**src/rtl/demux_pkg.sv**
```systemverilog
// Shared constants for the 1:2 stream demultiplexer: channel encodings and default sizing.
package demux_pkg;

    localparam logic CH0 = 1'b0;
    localparam logic CH1 = 1'b1;

    localparam int DEFAULT_WIDTH = 8;
    localparam int DEFAULT_DEPTH = 4;

endpackage

```
**src/rtl/stream_fifo.sv**
```systemverilog
// Synchronous FIFO with a registered head word and occupancy level.
// Pushes into a full FIFO and pops from an empty FIFO are ignored.
module stream_fifo #(
    parameter  int WIDTH = 8,
    parameter  int DEPTH = 4,
    localparam int PW    = $clog2(DEPTH),
    localparam int LW    = PW + 1
) (
    input  logic             clk,
    input  logic             rst_n,
    input  logic             push,
    input  logic [WIDTH-1:0] push_data,
    input  logic             pop,
    output logic [WIDTH-1:0] head_data,
    output logic             empty,
    output logic             full,
    output logic [LW-1:0]    level
);

    logic [WIDTH-1:0] mem_q [DEPTH];
    logic [WIDTH-1:0] mem_d [DEPTH];
    logic [PW-1:0]    wr_ptr_q, wr_ptr_d;
    logic [PW-1:0]    rd_ptr_q, rd_ptr_d;
    logic [LW-1:0]    level_q, level_d;
    logic             do_push, do_pop;

    assign full      = (level_q == LW'(DEPTH));
    assign empty     = (level_q == '0);
    assign level     = level_q;
    assign head_data = mem_q[rd_ptr_q];
    assign do_push   = push && !full;
    assign do_pop    = pop && !empty;

    always_comb begin
        // NOTE: every _d gets its hold value first, so no path through this block infers a latch.
        mem_d    = mem_q;
        wr_ptr_d = wr_ptr_q;
        rd_ptr_d = rd_ptr_q;
        level_d  = level_q;
        if (do_push) begin
            mem_d[wr_ptr_q] = push_data;
            wr_ptr_d        = wr_ptr_q + PW'(1);
        end
        if (do_pop) begin
            rd_ptr_d = rd_ptr_q + PW'(1);
        end
        // Pointers wrap naturally because DEPTH is a power of two.
        case ({do_push, do_pop})
            2'b10:   level_d = level_q + LW'(1);
            2'b01:   level_d = level_q - LW'(1);
            default: level_d = level_q;
        endcase
    end

    // NOTE: sequential state uses non-blocking assignments so all flops update from pre-edge values.
    always_ff @(posedge clk or negedge rst_n) begin
        if (!rst_n) begin
            // NOTE: the storage array is reset as well, so head_data reads 0 rather than X out of reset.
            for (int i = 0; i < DEPTH; i++) begin
                mem_q[i] <= '0;
            end
            wr_ptr_q <= '0;
            rd_ptr_q <= '0;
            level_q  <= '0;
        end else begin
            mem_q    <= mem_d;
            wr_ptr_q <= wr_ptr_d;
            rd_ptr_q <= rd_ptr_d;
            level_q  <= level_d;
        end
    end

endmodule

```
**src/rtl/demux2_stream.sv**
```systemverilog
// Registered 1:2 stream demultiplexer: steers each accepted word into the
// per-channel FIFO chosen by in_sel; each channel drains independently.
module demux2_stream
    import demux_pkg::*;
#(
    parameter  int WIDTH = DEFAULT_WIDTH,
    parameter  int DEPTH = DEFAULT_DEPTH,
    localparam int LW    = $clog2(DEPTH) + 1
) (
    input  logic             clk,
    input  logic             rst_n,
    input  logic [WIDTH-1:0] in_data,
    input  logic             in_sel,
    input  logic             in_valid,
    output logic             in_ready,
    output logic [WIDTH-1:0] out0_data,
    output logic             out0_valid,
    input  logic             out0_ready,
    output logic [WIDTH-1:0] out1_data,
    output logic             out1_valid,
    input  logic             out1_ready,
    output logic [LW-1:0]    out0_level,
    output logic [LW-1:0]    out1_level
);

    logic full0, full1;
    logic empty0, empty1;
    logic push0, push1;
    logic accept;

    // in_ready looks only at the selected channel's registered full flag.
    always_comb begin
        in_ready = 1'b0;
        case (in_sel)
            CH0:     in_ready = !full0;
            CH1:     in_ready = !full1;
            default: in_ready = 1'b0;
        endcase
    end

    assign accept = in_valid && in_ready;
    assign push0  = accept && (in_sel == CH0);
    assign push1  = accept && (in_sel == CH1);

    assign out0_valid = !empty0;
    assign out1_valid = !empty1;

    stream_fifo #(
        .WIDTH (WIDTH),
        .DEPTH (DEPTH)
    ) u_fifo0 (
        .clk       (clk),
        .rst_n     (rst_n),
        .push      (push0),
        .push_data (in_data),
        .pop       (out0_ready),
        .head_data (out0_data),
        .empty     (empty0),
        .full      (full0),
        .level     (out0_level)
    );

    stream_fifo #(
        .WIDTH (WIDTH),
        .DEPTH (DEPTH)
    ) u_fifo1 (
        .clk       (clk),
        .rst_n     (rst_n),
        .push      (push1),
        .push_data (in_data),
        .pop       (out1_ready),
        .head_data (out1_data),
        .empty     (empty1),
        .full      (full1),
        .level     (out1_level)
    );

endmodule

```
**config.mk**
```make
export PLATFORM = sky130hd
export DESIGN_NAME = demux2_stream
export DESIGN_NICKNAME = d
export VERILOG_FILES = /design/src/rtl/demux_pkg.sv /design/src/rtl/stream_fifo.sv /design/src/rtl/demux2_stream.sv
export SDC_FILE = /design/constraint.sdc
export NUM_CORES = 1
export LEC_CHECK = 0
export BUFFER_PORTS_ARGS = -buffer_cell sky130_fd_sc_hd__buf_4
export CELL_PAD_IN_SITES_DETAIL_PLACEMENT = 1
export CELL_PAD_IN_SITES_GLOBAL_PLACEMENT = 1
export CORE_MARGIN = 2
export CORE_UTILIZATION = 44
export DETAILED_ROUTE_END_ITERATION = 16
export HOLD_SLACK_MARGIN = 0.06
export PLACE_DENSITY_LB_ADDON = 0.1
export SLEW_MARGIN = 20
export SYNTH_ARGS = -nofsm -noshare
export SYNTH_HDL_FRONTEND = slang
export SYNTH_SLANG_ARGS = --single-unit
```
**constraint.sdc**
```tcl
create_clock -name clk -period 2.2 [get_ports clk]
set_clock_uncertainty 0.05 [all_clocks]
set_input_delay 0.11 -clock clk [delete_from_list [all_inputs] [get_ports clk]]
set_output_delay 0.11 -clock clk [all_outputs]
set_load 0.02 [all_outputs]
```
==> results of run 1 <==
-- stage by stage --
step                      setup slack (ps)  std cells  util [%]
after floorplan                      -15.7        230         -
after global placement                 258        381      51.1
after detailed placement               108        381      51.1
after CTS                              111        406      54.6
after global routing                  11.6        406      54.6
final                                  163        406      54.6
-- how the worst max path moves through the flow --
stage                                            start                           end  slack, ps  cells past startpoint
after floorplan           u_fifo1.level[1]$_DFFE_PN0P_  u_fifo1.level[2]$_DFFE_PN0P_        -20                      9
after global placement    u_fifo0.level[0]$_DFFE_PN0P_  u_fifo0.level[2]$_DFFE_PN0P_        260                      9
after detailed placement  u_fifo0.level[0]$_DFFE_PN0P_  u_fifo0.level[1]$_DFFE_PN0P_        110                      7
after CTS                 u_fifo0.level[0]$_DFFE_PN0P_  u_fifo0.level[1]$_DFFE_PN0P_        110                      7
after global routing      u_fifo0.level[0]$_DFFE_PN0P_  u_fifo0.level[2]$_DFFE_PN0P_         10                      9
final                     u_fifo0.level[0]$_DFFE_PN0P_  u_fifo0.level[1]$_DFFE_PN0P_        160                      7
-- synth_stat cells --
cell / number
buf_1: 2
buf_2: 2
buf_4: 1
dfrtp_1: 78
fa_1: 2
ha_1: 10
inv_1: 12
mux2_2: 66
mux2i_1: 2
mux4_2: 16
nand2_1: 7
nand2_2: 1
nor2_1: 3
nor3_2: 4
nor3b_1: 1
nor3b_2: 1
nor3b_4: 5
o21ai_0: 1
o31a_1: 1
o31a_2: 1
or3_1: 1
or3_2: 1
xnor2_1: 6
xor2_1: 6
-- layout make-up --
class / count / area, um^2 / area share (%)
Clock buffer: 9 / 124 / 2.79
Inverter: 12 / 45.0 / 1.01
Clock inverter: 7 / 73.8 / 1.66
Sequential cell: 78 / 1960 / 44.0
Multi-Input combinational cell: 135 / 1640 / 36.9
Tap cell: 105 / 131 / 2.96
Timing Repair Buffer: 60 / 477 / 10.7
-- what timing repair did --
item / CTS / global route
setup endpoints to repair: 0 / 0
hold buffers: 9 / 0
hold endpoints to repair: 142 / 0
-- per-layer routing --
| metal | global-route usage, % | routed length, um | up-vias |
|---|---|---|---|
| li1 | - | - | 960 |
| met1 | 24.8 | 3490 | 1074 |
| met2 | 28.2 | 3430 | 29 |
| met3 | 4.74 | 216 | 8 |
| met4 | 6.16 | 75 | 0 |
| met5 | 0 | 0 | - |
-- critical path, cell delays in order (launching register included) --
cell and delay, ps:
dfrtp_1 500, nor3b_4 70, nor3b_1 380, inv_1 90, ha_1 220, inv_1 70, fa_1 400, o21ai_0 180
-- cells by family after synthesis --
family / Yosys count / synth area share (%)
multiplexers: 84 / 30.8
flip-flops: 78 / 53.5
AND/OR/NAND/NOR: 24 / 5.79
buffers and inverters: 17 / 1.92
XOR/XNOR: 12 / 2.88
adder cells (fa/ha/maj): 12 / 4.52
AO/OA/AOI/OAI: 3 / 0.651
-- report_power, final --
group	switching [uW]	internal [uW]	total (uW)	leakage, uW
combinational	1380	1830	3210	0.000913
sequential	508	2170	2680	0.000932
clock	562	528	1090	0.0000996
-- registers in the layout (all words and copies together) (netlist names) --
name and cells:
u_fifo0.rd_ptr_q 2, u_fifo0.wr_ptr_q 2, u_fifo1.wr_ptr_q 2, u_fifo1.rd_ptr_q 2, u_fifo0.level 3, u_fifo1.mem_q 32
u_fifo0.mem_q 32, u_fifo1.level 3
==> metrics.md, run 1 <==
| Metric | Value |
|---|---|
| Status | finished clean |
| Routed WL | slightly above 7000 um |
| Gp weighted congestion | 0.743 |
| Rows | 33 |
| Total gr overflow | 0 |
| CTS tree | yes |
| Clock transition at path regs | approximately 80 ps |
| Final period utilization | 92.6% |
| IO buf count | 38 |
| Worst Path Required | 2420 ps |
| Top Ports | 39 |
| Die area | 9040 um^2 |
| Pin count of the biggest net entering global routing | between 70 and 80 |
| Library cells used by synthesis | 24 |
| Die span in x | roughly 95 um |
| Vias/cell | 5.10 |
| Sequential area share after synthesis | roughly 53% |
| Core Box Area | ~8100 um^2 |
| DR iter-0 viols | 49 |
| Period minus WS final | about 2000 ps |
| Crit path arrival time | roughly 2300 ps |
| Hold EP | u_fifo1.rd_ptr_q[0]$_DFFE_PN0P_ |
| WL/cell | 17.8 um |
| First-pass GRT wire length | approximately 12000 um |
| Clock latency on the worst-skew pair | about 350 ps |
| Lkg Pwr | just under 0.002 uW |
| Post-Syn Instances | 230 |
| DP Area | 4150 um^2 |
| CTS root buffer | clkbuf_8 |
| FF-to-FF path depth | 7 |
| Nets | roughly 320 |
| Most frequent cells in the layout | dfrtp_1 (75), mux2_2 (66), buf_4 (50) |
| Synth Register Bits | between 70 and 80 |
| Setup TNS | 0 ps |
| Syn_nets | 256 |
| Mean Syn Cell Area | 15.9 um^2 |
| Die height | 95.1 um |
| Fmax | 491 MHz |
| H-tree lvl count | 3 |
| Vias | ~2.1k |
| Mapped Area | between 3000 and 4000 um^2 |
| Residual DRC | 0 |
| Num CTS Buffers | 9 |
| DRT Pass-1 Iters | 4 |
| Clock buffer depth | 2 |
| Post-CTS Setup Inserts | 0 |
| Final instance area | around 4400 um^2 |
| Final Max Tran Viols | 0 |
| Worst Setup End Kind | register |
| DPL Wire Length | roughly 4700 um |
| R2R Setup Slk | ~160 ps |
| Synth top area share | approximately 53% |
| Startpoint Class | register |
| Layout fillers | just under 800 |
| Max Cap Viol | 0 |
| Type of the worst setup path | reg -> reg |
| CTS resizes | 0 |
| Most area-hungry cell type in the Yosys netlist | dfrtp_1 |
| RSZ-0062 raised after global routing | no |
| Initial antenna violation count | 0 |
| Reg2Reg Launch Point | u_fifo0.level[0]$_DFFE_PN0P_ |
| Commonest non-fill, non-tap cell in the layout | dfrtp_1 |
| Max-slew headroom | about half |
| Number of global-route vias before repair | between 2k and 2.5k |
| Gr usage total | between 10% and 20% |
| Worst Min Path Start | out1_ready |
| Max rail drop VDD | slightly below 600 uV |
| Antenna Cells | 0 |
| Hold slack | ~63 ps |
| Hold Path Stages | 3 |
| Worst r2r dst | u_fifo0.level[1]$_DFFE_PN0P_ |
| # setup viols final | 0 |
| Ranking of synthesized cells by area | dfrtp_1 (53%), mux2_2 (20%), mux4_2 (9.9%) |
| Layout cell share with drive strength beyond 1 | a little under three fifths |
| Starting density of the core | between 40% and 50% |
| Pwr per Cell Area | 1570 nW/um^2 |
| Post-route ant nets | 0 |
| Layout area overhead | 21.7% |
| Clock sink count | 78 |
| Yosys warnings | 0 |
| Total power | 6980 uW |
| Hold Violations, Final | 0 |
| Hold/Removal Path Class | in -> reg |
| Actual slew at the worst max-slew pin | 734 ps |
| CP Max Fanout | 6 |
No activity file was read; power rests on OpenSTA's default activity.
==> inputs of run 2 (changes only) <==
--- a/config.mk
+++ b/config.mk
@@ -9,7 +9,7 @@
 export CELL_PAD_IN_SITES_DETAIL_PLACEMENT = 1
 export CELL_PAD_IN_SITES_GLOBAL_PLACEMENT = 1
 export CORE_MARGIN = 2
-export CORE_UTILIZATION = 44
+export CORE_UTILIZATION = 49
 export DETAILED_ROUTE_END_ITERATION = 16
 export HOLD_SLACK_MARGIN = 0.06
 export PLACE_DENSITY_LB_ADDON = 0.1
==> constraint.sdc (replaced) <==
create_clock -name clk -period 2 [get_ports clk]
set_clock_uncertainty 0.05 [all_clocks]
set_input_delay 0.1 -clock clk [delete_from_list [all_inputs] [get_ports clk]]
set_output_delay 0.1 -clock clk [all_outputs]
set_load 0.02 [all_outputs]
==> metrics.md, run 2 (same netlist as run 1, synthesis figures left out) <==
| Metric | Value |
|---|---|
| Nets | 333 (+3.4%) |
| Pwr per Cell Area | 1700 nW/um^2 (+8.3%) |
| Routed WL | 7180 um (-0.32%) |
| Worst path slowest cell | dfrtp_2 |
| Final period utilization | 97.1% (+4.5 points) |
| FF+latch area | 1960 um^2 (+0.19%) |
| CTS root buffer | clkbuf_8 |
| Core Box Area | 7250 um^2 (-11%) |
| DPL Wire Length | 4950 um (+5.7%) |
| Area of the multi-input gates | 1650 um^2 (+0.92%) |
| Residual DRC | 0 (unchanged) |
| CP Launch Point | u_fifo1.level[0]$_DFFE_PN0P_ |
| Die area | 8160 um^2 (-9.8%) |
| Final WS setup | 58.2 ps (-104 ps) |
| Starting density of the core | 50.3% (+5.5 points) |
| Worst Setup End Kind | register |
| Max-slew headroom | 65.6% (+15 points) |
| Worst Min Path Start | out0_ready |
| Clock sink count | 78 (unchanged) |
| Layout area overhead | 24.3% |
| Clock buffer depth | 2 (unchanged) |
| Initial antenna violation count | 0 (unchanged) |
| Max rail drop VDD | 782 uV (+33%) |
| Setup TNS | 0 ps (unchanged) |
| Max Cap Viol | 0 (unchanged) |
| Fmax | 515 MHz (+4.9%) |
| H-tree lvl count | 3 (unchanged) |
| Bufs and invs on worst path | 2 (unchanged) |
| Post-route ant nets | 0 (unchanged) |
| CP Max Fanout | 4 (-2) |
| DR iter-0 viols | 52 (+6.1%) |
| Hold Violations, Final | 0 (unchanged) |
| DRT Pass-1 Iters | 4 (unchanged) |
| WL/cell | 17.5 um (-1.5%) |
| Reg2Reg Launch Point | u_fifo1.level[0]$_DFFE_PN0P_ |
| Antenna Cells | 0 (unchanged) |
| Final Max Tran Viols | 0 (unchanged) |
| Startpoint Class | register |
| Lkg Pwr | 0.00199 uW (+2.1%) |
| Status | finished clean |
| CP top delay family | flip-flops |
| Gr usage total | 19.1% (+0.93 points) |
| Hold/Removal Path Class | in -> reg |
| Utilization after layout | 62.6% (+7.9 points) |
| Num CTS Buffers | 9 (unchanged) |
| Rows | 31 (-6.1%) |
| RSZ-0062 raised after global routing | yes |
| Period minus WS final | 1940 ps (-95.6 ps) |
| Gp weighted congestion | 0.707 (-4.8%) |
| Dpl ws | 57.8 ps (-50.0 ps) |
| Total gr overflow | 0 (unchanged) |
| IO buf count | 38 (unchanged) |
| Type of the worst setup path | reg -> reg |
| Worst Path Required | 2180 ps (-240 ps) |
| Pin count of the biggest net entering global routing | 40 (-49%) |
| Vias | 2123 (+2.5%) |
| Clock transition at path regs | 80 ps (about the same) |
| Most frequent cells in the layout | dfrtp_1 (72), mux2_2 (66), buf_4 (59) |
| Total power | 7720 uW (+11%) |
| Clock latency on the worst-skew pair | 340 ps (about the same) |
| CP dominant cell by count | xor2_1 |
| # setup viols final | 0 (unchanged) |
| Layout cell share with drive strength beyond 1 | 59.3% (+4.1 points) |
| Vias/cell | 5.17 (+1.3%) |
| Crit path cell chain | buf_4 -> o31a_2 -> ha_2 -> inv_2 -> fa_2 -> xor2_1 -> nor2_1 -> xor2_1 |
| Die span in x | 90.3 um (-5.0%) |
| First-pass GRT wire length | 12200 um (+2.0%) |
| Layout fillers | 690 (-10%) |
| CTS tree | yes |
| Number of global-route vias before repair | 2409 (+4.2%) |
| Crit path arrival time | 2120 ps (-140 ps) |
| Worst stage delay on the critical path | 440 ps (-60 ps) |
| Die height | 90.3 um (-5.0%) |
| Actual slew at the worst max-slew pin | 515 ps (-219 ps) |
| Regs by FF count | u_fifo0.mem_q: 32 flops, u_fifo1.mem_q: 32 flops |
| Commonest non-fill, non-tap cell in the layout | dfrtp_1 |
| Top Ports | 39 (unchanged) |
==> run 2: final cells by class <==
cell class	instances	share of cell area, %
timing repair buffer	71	12.8
clock inverter	5	0.744
sequential	78	43.2
inverter	12	0.992
tap	99	2.73
multi-input combinational	135	36.4
clock buffer	11	3.11
==> run 2: where the power goes <==
part	switching [uW]	total, uW	internal (uW)	leakage, uW
Sequential	547	2940	2390	0.000928
Combinational	1600	3720	2120	0.000971
Clock	572	1060	485	0.0000857
Total	2720	7720	5000	0.00199
==> run 2: final timing paths <==
check	end	slack, ps	cells after the start
hold / removal	u_fifo0.rd_ptr_q[0]$_DFFE_PN0P_	130	3
hold reg to reg	u_fifo1.rd_ptr_q[0]$_DFFE_PN0P_	450	1
setup / recovery	u_fifo1.level[2]$_DFFE_PN0P_	60	8
min in group asynchronous	u_fifo0.mem_q[12]$_DFFE_PN0P_	220	2
max in group asynchronous	u_fifo1.level[2]$_DFFE_PN0P_	1050	3
setup reg to reg	u_fifo1.level[2]$_DFFE_PN0P_	60	8
==> run 2: timing repair <==
action	4_1_cts	5_1_grt
setup endpoints to repair	0	3
gates resized for setup	0	1
setup buffers	0	6
hold buffers	10	0
endpoints found under the hold margin	102	0
==> run 2: worst min-delay path, stage by stage <==
cell,delay (ps)
buf_4,80
o31a_1,220
xor2_1,90
==> run 2: metal layers <==
layer	up-vias	part of all wire, %	GRT usage, %	wire [um]
met5	-	0	0	0
met4	0	0.79	5.38	57
met3	7	2.6	3.26	184
met2	38	51	32.9	3700
met1	1096	45	25.1	3250
li1	982	-	-	-
==> run 2: through the flow <==
stage,hold slack (ps),area (um^2),cells
after floorplan,-246,3680,230
after global placement,68.0,4210,379
after detailed placement,62.9,4210,379
after CTS,121,4480,405
after global routing,158,4540,411
final,134,4540,411
